`src/rtl/id_stage_pipe.sv`:
```
// rtl/id_stage_pipe.sv - registered RV32I decode stage with load-use stall and ID branch resolution
module id_stage_pipe #(
    parameter int XLEN         = 32,
    parameter int REG_AW       = 5,
    parameter int BRANCH_IN_ID = 1,
    parameter int HAZARD_CHECK = 1
) (
    input  logic              clk,
    input  logic              rst,
    input  logic              flush_i,
    input  logic              in_valid_i,
    output logic              in_ready_o,
    input  logic [XLEN-1:0]   pc_i,
    input  logic [31:0]       inst_i,
    output logic [REG_AW-1:0] rs1_addr_o,
    output logic [REG_AW-1:0] rs2_addr_o,
    input  logic [XLEN-1:0]   rs1_data_i,
    input  logic [XLEN-1:0]   rs2_data_i,
    output logic              out_valid_o,
    input  logic              out_ready_i,
    output logic [2:0]        out_class_o,
    output logic [2:0]        out_funct3_o,
    output logic              out_alt_o,
    output logic [XLEN-1:0]   out_op1_o,
    output logic [XLEN-1:0]   out_op2_o,
    output logic [XLEN-1:0]   out_imm_o,
    output logic [XLEN-1:0]   out_sdata_o,
    output logic [REG_AW-1:0] out_rd_o,
    output logic              out_wreg_o,
    output logic              out_illegal_o,
    output logic              redirect_o,
    output logic [XLEN-1:0]   redirect_addr_o
);

    localparam logic [6:0] OPC_LUI    = 7'b0110111;
    localparam logic [6:0] OPC_AUIPC  = 7'b0010111;
    localparam logic [6:0] OPC_JAL    = 7'b1101111;
    localparam logic [6:0] OPC_JALR   = 7'b1100111;
    localparam logic [6:0] OPC_BRANCH = 7'b1100011;
    localparam logic [6:0] OPC_LOAD   = 7'b0000011;
    localparam logic [6:0] OPC_STORE  = 7'b0100011;
    localparam logic [6:0] OPC_OPIMM  = 7'b0010011;
    localparam logic [6:0] OPC_OP     = 7'b0110011;

    localparam logic [2:0] CLS_NOP    = 3'd0;
    localparam logic [2:0] CLS_ALU    = 3'd1;
    localparam logic [2:0] CLS_LOAD   = 3'd2;
    localparam logic [2:0] CLS_STORE  = 3'd3;
    localparam logic [2:0] CLS_BRANCH = 3'd4;
    localparam logic [2:0] CLS_JUMP   = 3'd5;
    localparam logic [2:0] CLS_UPPER  = 3'd6;

    logic [6:0]        opcode;
    logic [2:0]        funct3;
    logic [REG_AW-1:0] rd;

    logic signed [11:0] i12;
    logic signed [11:0] s12;
    logic signed [12:0] b13;
    logic signed [20:0] j21;
    logic signed [31:0] u32;
    logic [XLEN-1:0]    imm_i, imm_s, imm_b, imm_j, imm_u;

    assign opcode     = inst_i[6:0];
    assign funct3     = inst_i[14:12];
    assign rd         = REG_AW'(inst_i[11:7]);
    assign rs1_addr_o = REG_AW'(inst_i[19:15]);
    assign rs2_addr_o = REG_AW'(inst_i[24:20]);

    // Signed intermediates so the size casts sign-extend to XLEN.
    assign i12   = inst_i[31:20];
    assign s12   = {inst_i[31:25], inst_i[11:7]};
    assign b13   = {inst_i[31], inst_i[7], inst_i[30:25], inst_i[11:8], 1'b0};
    assign j21   = {inst_i[31], inst_i[19:12], inst_i[20], inst_i[30:21], 1'b0};
    assign u32   = {inst_i[31:12], 12'b0};
    assign imm_i = XLEN'(i12);
    assign imm_s = XLEN'(s12);
    assign imm_b = XLEN'(b13);
    assign imm_j = XLEN'(j21);
    assign imm_u = XLEN'(u32);

    logic [2:0]      d_class;
    logic [XLEN-1:0] d_op1, d_op2, d_imm, d_target;
    logic            d_writes, d_illegal, d_alt, d_redirect;
    logic            uses_rs1, uses_rs2, br_cond;

    always_comb begin
        case (funct3)
            3'b000:  br_cond = (rs1_data_i == rs2_data_i);
            3'b001:  br_cond = (rs1_data_i != rs2_data_i);
            3'b100:  br_cond = ($signed(rs1_data_i) <  $signed(rs2_data_i));
            3'b101:  br_cond = ($signed(rs1_data_i) >= $signed(rs2_data_i));
            3'b110:  br_cond = (rs1_data_i <  rs2_data_i);
            3'b111:  br_cond = (rs1_data_i >= rs2_data_i);
            default: br_cond = 1'b0;
        endcase
    end

    always_comb begin
        d_class    = CLS_NOP;
        d_op1      = '0;
        d_op2      = '0;
        d_imm      = '0;
        d_target   = '0;
        d_writes   = 1'b0;
        d_illegal  = 1'b0;
        d_alt      = 1'b0;
        d_redirect = 1'b0;
        uses_rs1   = 1'b0;
        uses_rs2   = 1'b0;
        case (opcode)
            OPC_LUI: begin
                d_class  = CLS_UPPER;
                d_op2    = imm_u;
                d_imm    = imm_u;
                d_writes = 1'b1;
            end
            OPC_AUIPC: begin
                d_class  = CLS_UPPER;
                d_op1    = pc_i;
                d_op2    = imm_u;
                d_imm    = imm_u;
                d_writes = 1'b1;
            end
            OPC_JAL: begin
                d_class    = CLS_JUMP;
                d_op1      = pc_i;
                d_op2      = XLEN'(4);
                d_imm      = imm_j;
                d_writes   = 1'b1;
                d_redirect = 1'b1;
                d_target   = pc_i + imm_j;
            end
            OPC_JALR: begin
                d_class    = CLS_JUMP;
                d_op1      = pc_i;
                d_op2      = XLEN'(4);
                d_imm      = imm_i;
                d_writes   = 1'b1;
                uses_rs1   = 1'b1;
                d_redirect = 1'b1;
                d_target   = (rs1_data_i + imm_i) & {{(XLEN-1){1'b1}}, 1'b0};
            end
            OPC_BRANCH: begin
                if (funct3 == 3'b010 || funct3 == 3'b011) begin
                    d_illegal = 1'b1;
                end else begin
                    d_class    = CLS_BRANCH;
                    d_op1      = rs1_data_i;
                    d_op2      = rs2_data_i;
                    d_imm      = imm_b;
                    uses_rs1   = 1'b1;
                    uses_rs2   = 1'b1;
                    d_redirect = br_cond;
                    d_target   = pc_i + imm_b;
                end
            end
            OPC_LOAD: begin
                d_class  = CLS_LOAD;
                d_op1    = rs1_data_i;
                d_op2    = imm_i;
                d_imm    = imm_i;
                d_writes = 1'b1;
                uses_rs1 = 1'b1;
            end
            OPC_STORE: begin
                d_class  = CLS_STORE;
                d_op1    = rs1_data_i;
                d_op2    = imm_s;
                d_imm    = imm_s;
                uses_rs1 = 1'b1;
                uses_rs2 = 1'b1;
            end
            OPC_OPIMM: begin
                d_class  = CLS_ALU;
                d_op1    = rs1_data_i;
                d_op2    = imm_i;
                d_imm    = imm_i;
                d_writes = 1'b1;
                d_alt    = (funct3 == 3'b101) ? inst_i[30] : 1'b0;
                uses_rs1 = 1'b1;
            end
            OPC_OP: begin
                d_class  = CLS_ALU;
                d_op1    = rs1_data_i;
                d_op2    = rs2_data_i;
                d_writes = 1'b1;
                d_alt    = inst_i[30];
                uses_rs1 = 1'b1;
                uses_rs2 = 1'b1;
            end
            default: d_illegal = 1'b1;
        endcase
    end

    logic              last_load_q;
    logic [REG_AW-1:0] last_load_rd_q;
    logic              hit_out, hit_last, hazard, accept, load_handoff;

    // Only a source the incoming instruction really reads can create a stall.
    assign hit_out  = (out_rd_o != '0) &&
                      ((uses_rs1 && out_rd_o == rs1_addr_o) || (uses_rs2 && out_rd_o == rs2_addr_o));
    assign hit_last = (last_load_rd_q != '0) &&
                      ((uses_rs1 && last_load_rd_q == rs1_addr_o) ||
                       (uses_rs2 && last_load_rd_q == rs2_addr_o));
    assign hazard   = (HAZARD_CHECK != 0) &&
                      ((out_valid_o && out_class_o == CLS_LOAD && hit_out) || (last_load_q && hit_last));

    assign in_ready_o   = !rst && !flush_i && !redirect_o && !hazard && (!out_valid_o || out_ready_i);
    assign accept       = in_valid_i && in_ready_o;
    assign load_handoff = (HAZARD_CHECK != 0) && out_valid_o && out_ready_i && out_class_o == CLS_LOAD;

    always_ff @(posedge clk) begin
        if (rst) begin
            out_valid_o     <= 1'b0;
            out_class_o     <= '0;
            out_funct3_o    <= '0;
            out_alt_o       <= 1'b0;
            out_op1_o       <= '0;
            out_op2_o       <= '0;
            out_imm_o       <= '0;
            out_sdata_o     <= '0;
            out_rd_o        <= '0;
            out_wreg_o      <= 1'b0;
            out_illegal_o   <= 1'b0;
            redirect_o      <= 1'b0;
            redirect_addr_o <= '0;
            last_load_q     <= 1'b0;
            last_load_rd_q  <= '0;
        end else if (flush_i) begin
            out_valid_o <= 1'b0;
            last_load_q <= 1'b0;
            redirect_o  <= 1'b0;
        end else begin
            last_load_q <= load_handoff;
            if (load_handoff) begin
                last_load_rd_q <= out_rd_o;
            end
            redirect_o <= accept && d_redirect && (BRANCH_IN_ID != 0);
            if (accept && d_redirect && (BRANCH_IN_ID != 0)) begin
                redirect_addr_o <= d_target;
            end
            if (accept) begin
                out_valid_o   <= 1'b1;
                out_class_o   <= d_class;
                out_funct3_o  <= funct3;
                out_alt_o     <= d_alt;
                out_op1_o     <= d_op1;
                out_op2_o     <= d_op2;
                out_imm_o     <= d_imm;
                out_sdata_o   <= rs2_data_i;
                out_rd_o      <= rd;
                out_wreg_o    <= d_writes && (rd != '0);
                out_illegal_o <= d_illegal;
            end else if (out_ready_i) begin
                out_valid_o <= 1'b0;
            end
        end
    end

endmodule

```
`config.mk`:
```
export PLATFORM = sky130hd
export DESIGN_NAME = id_stage_pipe
export DESIGN_NICKNAME = d
export VERILOG_FILES = /design/src/rtl/id_stage_pipe.sv
export SDC_FILE = /design/constraint.sdc
export NUM_CORES = 1
export LEC_CHECK = 0
export ABC_AREA = 1
export BUFFER_PORTS_ARGS = -buffer_cell sky130_fd_sc_hd__buf_2
export CORE_UTILIZATION = 30
export CTS_BUF_LIST = sky130_fd_sc_hd__clkbuf_8
export CTS_CLUSTER_SIZE = 40
export DETAILED_ROUTE_END_ITERATION = 10
export HOLD_SLACK_MARGIN = 0.08
export SYNTH_ARGS = -nofsm -noshare
export SYNTH_HDL_FRONTEND = slang
export SYNTH_SLANG_ARGS = --single-unit
```
`constraint.sdc`:
```
create_clock -name clk -period 1.75 [get_ports clk]
set_input_delay 0 -clock clk [delete_from_list [all_inputs] [get_ports clk]]
set_output_delay 0 -clock clk [all_outputs]
set_load 0.02 [all_outputs]
```
=== After elaboration in Yosys (flattened, before gate mapping) ===
Index checks and enable logic that the tools add are counted.

* Add/subtract/negate cells: 3
* $mul: 0
* Equal/unequal tests: 23
* Order comparisons: 4
* Bitwise operators: 1
* Mux-type cells: 23
* Divide/modulo/power cells: 0
* Shifts and indexed selects: 0
* Reductions and logical operators: 48

{| class="wikitable"
|+ Operators with widths
! kind !! number
|-
| $pmux W32 S3 || 2
|-
| $pmux W32 S6 || 1
|-
| $pmux W32 S5 || 1
|-
| $mux W32 || 4
|-
| $add A32 B32 Y32 || 3
|-
| $ge A32 B32 Y1 || 2
|-
| $lt A32 B32 Y1 || 2
|-
| $eq A32 B32 Y1 || 1
|-
| $ne A32 B32 Y1 || 1
|-
| $eq A7 B6 Y1 const B || 3
|-
| $eq A7 B7 Y1 const B || 3
|-
| $eq A5 B5 Y1 || 4
|-
| $logic_and A1 B1 Y1 || 18
|-
| $pmux W3 S6 || 1
|-
| $reduce_bool A5 Y1 || 3
|-
| $eq A7 B5 Y1 const B || 2
|-
| $eq A3 B3 Y1 const B || 4
|-
| $reduce_or A2 Y1 || 6
|-
| $pmux W1 S2 || 5
|-
| $eq A3 B2 Y1 const B || 3
|-
| $reduce_or A8 Y1 || 1
|-
| $eq A7 B2 Y1 const B || 1
|-
| $mux W1 || 7
|-
| $reduce_or A7 Y1 || 1
|-
| 12 further kinds || 23
|}

* Output and inout port bits: 187
* Bits in latches: 0
* RAM bits: 0
* Memories kept: 0
* Word-level logic and storage cells: 117
* Input bits: 133
* ROM bits: 0
* Register bits after elaboration: 182

=== Logic depth before layout (Yosys ltp) ===
* Word-level depth: 15
* Gate-level depth with buffers: 22
* Mapped depth without buffers: 22

=== Least setup slack after synthesis ===
No wires, ideal clock.

* Path type: in2reg
* From: input port rs2_data_i[31]
* To: register redirect_addr_o[10]
* Path slack: -0.117 ns
* Data arrival time: 1.796 ns
* Stages on the path: 21
* Cells stage by stage: inv_1 > ha_1 > nand2_1 > inv_1 > nand2_1 > nor2_1 > nand2_1 > inv_1 > nand2_1 > nand2_1 > o21ai_0 > inv_1 > nand2_1 > nor2_1 > nand3_1 > nand2_1 > nand2_1 > nand2_1 > buf_2 > nand2_1 > a21oi_1

* Longest elaborated chain between the ends: 6

{| class="wikitable"
|+ RTL lines
! item !! RTL line !! RTL
|-
| start: declaration || 18 || <nowiki>input logic [XLEN-1:0] rs2_data_i,</nowiki>
|-
| $ge A32 B32 Y1, or another cell as far along || 94 || <nowiki>3'b111: br_cond = (rs1_data_i >= rs2_data_i);</nowiki>
|-
| $pmux W1 S6 * || 88 || <nowiki>case (funct3)</nowiki>
|-
| $mux W1 * || 145 || <nowiki>if (funct3 == 3'b010 || funct3 == 3'b011) begin</nowiki>
|-
| $pmux W1 S2 * || 111 || <nowiki>case (opcode)</nowiki>
|-
| $logic_and A1 B1 Y1 * || 240 || <nowiki>if (accept && d_redirect && (BRANCH_IN_ID != 0)) begin</nowiki>
|-
| $reduce_and A2 Y1 (no line) * || - ||
|-
| end signal: assignment || 241 || <nowiki>redirect_addr_o <= d_target;</nowiki>
|-
| end: declaration || 32 || <nowiki>output logic [XLEN-1:0] redirect_addr_o</nowiki>
|}

Every way passes the cells marked *; elsewhere a longest branch is shown, timed or not.
A chain may end at the register's enable or synchronous reset.

=== Final worst setup path ===
* From: register last_load_rd_q[0]
* To: register out_op1_o[17]

* Longest elaborated chain between the ends: 11

{| class="wikitable"
|+ RTL lines
! item !! RTL line !! RTL
|-
| start: declaration || 197 || <nowiki>logic [REG_AW-1:0] last_load_rd_q;</nowiki>
|-
| start signal: assignment || 237 || <nowiki>last_load_rd_q <= out_rd_o;</nowiki>
|-
| $eq A5 B5 Y1, on equally long branches || 204, 205 ||
|-
| $logic_and A1 B1 Y1, on equally long branches || 204, 205 ||
|-
| $logic_or A1 B1 Y1 || 204 || <nowiki>((uses_rs1 && last_load_rd_q == rs1_addr_o) ||</nowiki>
|-
| $logic_and A1 B1 Y1 * || 203 || <nowiki>assign hit_last = (last_load_rd_q != '0) &&</nowiki>
|-
| $logic_and A1 B1 Y1 * || 207 || <nowiki>((out_valid_o && out_class_o == CLS_LOAD && hit_out) || (last_load_q && hit_last));</nowiki>
|-
| $logic_or A1 B1 Y1 * || 207 ||
|-
| $logic_not A1 Y1 * || 209 || <nowiki>assign in_ready_o = !rst && !flush_i && !redirect_o && !hazard && (!out_valid_o || out_ready_i);</nowiki>
|-
| $logic_and A1 B1 Y1 * (2 in series) || 209 ||
|-
| $logic_and A1 B1 Y1 * || 210 || <nowiki>assign accept = in_valid_i && in_ready_o;</nowiki>
|-
| $reduce_and A2 Y1 (no line) * || - ||
|-
| end signal: assignment || 248 || <nowiki>out_op1_o <= d_op1;</nowiki>
|-
| end: declaration || 24 || <nowiki>output logic [XLEN-1:0] out_op1_o,</nowiki>
|}

Marked as above.

==> summary.md <==
| Metric | Value |
|---|---|
| Status | `finished, violations left` |
| Failing checks | `negative setup slack` |
| Util after Layout | `0.5234` |
| Commonest non-fill, non-tap cell in the layout | `buf_4` |
| Post-synth EDFFs | `0` |
| Max cap viols | `0` |
| Nets | `3400` |
| Initial Util | `0.3044` |
| Core Area | `46560 µm²` |
| Vias in the first global route | `19480` |
| LEAKAGE | `0.01171 µW` |
| Number of I/O pins | `320` |
| Final setup skew | `0.02373 ns` |
| Detailed Routing Iterations Pass 1 | `7` |
| H-tree depth | `4` |
| DIE AREA | `48110 µm²` |
| Yosys cell types | `42` |
| Global route overflow | `0` |
| Commonest non-fill, non-tap cells in the layout | `buf_4 (469), nand2_1 (343), buf_2 (318)` |
| Pins Over Slew Limit | `0` |
| RSZ-0062 raised after global routing | `yes` |
| Place WS | `-0.8166 ns` |
| Vert. Die Dim | `219.3 µm` |
| Setup TNS | `-62.91 ns` |
| Die span in x | `219.3 µm` |
| Global-route wire length before repair | `116100 µm` |
| Share of flip-flops with an asynchronous set or reset | `0` |
| Syn avg cell area | `6.341 µm²` |
| Syn-to-layout area delta | `71.97%` |
| Worst path arrival time | `2.71 ns` |
| Worst slew pin tran | `1.108 ns` |
| Post-route ant nets | `0` |
| Max Fclk | `0.4551 GHz` |
| Root buf cell | `clkbuf_8` |
| DRC viols | `0` |
| Worst setup path category | `flip-flop to flip-flop` |
| Yosys reg bits | `182` |
| Clk sinks | `182` |
| Final worst setup slack | `-0.4475 ns` |
| CTS tree | `built` |
| Total GRT Usage | `0.3241` |
| Gp weighted congestion | `0.9665` |
| Design Power | `12980 µW` |
| Largest net degree at the start of global routing | `120` |
| Post-DP HPWL | `60240 µm` |
| HP Class | `primary input to flip-flop` |
| CTS clk-pin slew, worst paths | `0.12 ns` |
| WL/cell | `21.83 µm` |
| CP Launch Type | `flip-flop` |
| CP max FO | `8` |
| Ratio of cells with drive above 1 in the final layout | `0.3859` |
| Max clock buf depth | `2` |
| Setup Viol. Count Final | `176` |
| Req. time, crit path | `2.26 ns` |
| Ys Warns | `0` |
| Register area share after synthesis | `0.2571` |
| Nature of the critical path endpoint | `flip-flop` |
| Filler Cells Inserted | `4400` |
| Final hold violation count | `0` |
| IO buf count | `319` |
| Initial antenna violation count | `5` |
| Syn_nets | `2476` |
| Vias | `20405` |
| Peak supply drop | `0.5745 mV` |
| Part of the cycle the worst path needs | `1.256` |
| Slew HR | `0.2616` |
| Min Tclk post-route | `2.198 ns` |
| DR vias/cell | `5.395` |
| Post-synthesis cell area | `14170 µm²` |
| Clk_lat worst skew | `0.57 ns` |
| WL final | `82550 µm` |
| Starting DRT DRC Count | `2008` |
| Rows | `79` |
| P per Cell Area | `532.7 nW/µm²` |
| Inserted Clock Buffers | `17` |
| Cells after synthesis | `2235` |
| Ys flop type | `dfxtp_1` |
critical path, cell delays in order (launching register included):
cell       delay (ns)
dfxtp_2          0.35
buf_6            0.11
xnor2_2          0.12
nand2_1          0.09
nor4_2           0.04
nand2_1          0.06
nand2_1          0.06
o211ai_1         0.10
nand3_2          0.16
nor2_4           0.23
buf_12           0.24
buf_12           0.16
clkbuf_16        0.16
o21ai_1          0.06
a21oi_1          0.16
metrics by stage:
step | std cells | hold slack [ns] | cell area, µm²
after floorplan | 2235 | 0.1126 | 14210
after global placement | 3558 | 0.2933 | 19900
after detailed placement | 3558 | 0.2974 | 19900
after CTS | 3772 | 0.08251 | 23490
after global routing | 3780 | 0.1533 | 24360
final | 3782 | 0.1358 | 24370
routing by layer:
metal	wire [µm]	vias to the layer above	GRT usage
li1	-	9496	-
met1	34680	9593	0.4313
met2	36520	1079	0.4960
met3	7511	233	0.06888
met4	3815	4	0.1512
met5	25	-	0
path summary, 6_finish.rpt:
kind,startpoint,endpoint,slack (ns),depth (start not counted)
worst min register to register,redirect_addr_o[15],redirect_addr_o[15],0.47,2
worst max-delay path,last_load_rd_q[0],out_op1_o[17],-0.45,14
worst max register to register,last_load_rd_q[0],out_op1_o[17],-0.45,14
worst min-delay path,pc_i[2],out_op1_o[2],0.14,7
cells in the mapped netlist, types with 11 or more instances:
library cell | n | area [µm²]
a21o_1 | 15 | 112.6
nand3b_1 | 11 | 82.58
o211ai_1 | 23 | 172.7
o21ai_0 | 228 | 1141
o211a_1 | 12 | 120.1
buf_2 | 25 | 125.1
xor2_1 | 15 | 131.4
dfxtp_1 | 182 | 3643
nand4_1 | 44 | 275.3
nand3_1 | 176 | 880.8
buf_4 | 15 | 112.6
inv_1 | 237 | 889.6
nand2_1 | 392 | 1471
ha_1 | 105 | 1314
buf_6 | 13 | 146.4
nor2_1 | 255 | 957.2
a21oi_1 | 340 | 1702
nor3_1 | 24 | 120.1
clkbuf_1 | 45 | 168.9
cell type report:
| type | instances | area, µm² | area share |
|---|---|---|---|
| diodes | 3 | 7.507 | 0.0003081 |
| clock buffers | 17 | 234.0 | 0.009601 |
| clock inverters | 15 | 183.9 | 0.007547 |
| inverters | 245 | 938.4 | 0.03851 |
| multi-input cells | 1710 | 10590 | 0.4344 |
| flip-flops and latches | 182 | 3655 | 0.1500 |
| well taps | 607 | 759.5 | 0.03116 |
| repair buffers | 1003 | 8005 | 0.3285 |
what timing repair did:
item                                    in CTS  in global routing
setup buffers                               23                  8
pin swaps                                   41                 58
gates resized for setup                    360                201
hold endpoints to repair                   133                  0
cloned                                      22                 10
endpoints found under the setup margin     177                177
hold buffers                               137                  0
where the power goes:
part | internal [µW] | switching [µW] | total (µW)
registers | 4280 | 130 | 4410
logic | 2370 | 2920 | 5290
clock network | 1330 | 1950 | 3280
flip-flops by register name, summed over array words and instances, names as in the netlist:
signal           flops
last_load_q          1
out_imm_o           32
out_valid_o          1
out_funct3_o         3
out_wreg_o           1
out_op1_o           32
out_op2_o           32
out_sdata_o         32
out_illegal_o        1
out_alt_o            1
redirect_o           1
last_load_rd_q       5
out_class_o          3
out_rd_o             5
redirect_addr_o     32
cells by family (layout without fill, tap and decap cells):
logic type,after synthesis,in the layout,share of synthesized area
xor+xnor,23,23,0.01422
simple gates,922,922,0.2782
fa+ha+maj,108,108,0.09695
flops,182,182,0.2571
compound gates,657,657,0.2496
other cells,0,3,0
buf+inv,343,1280,0.1039
Power figures use the tool's default switching activity.
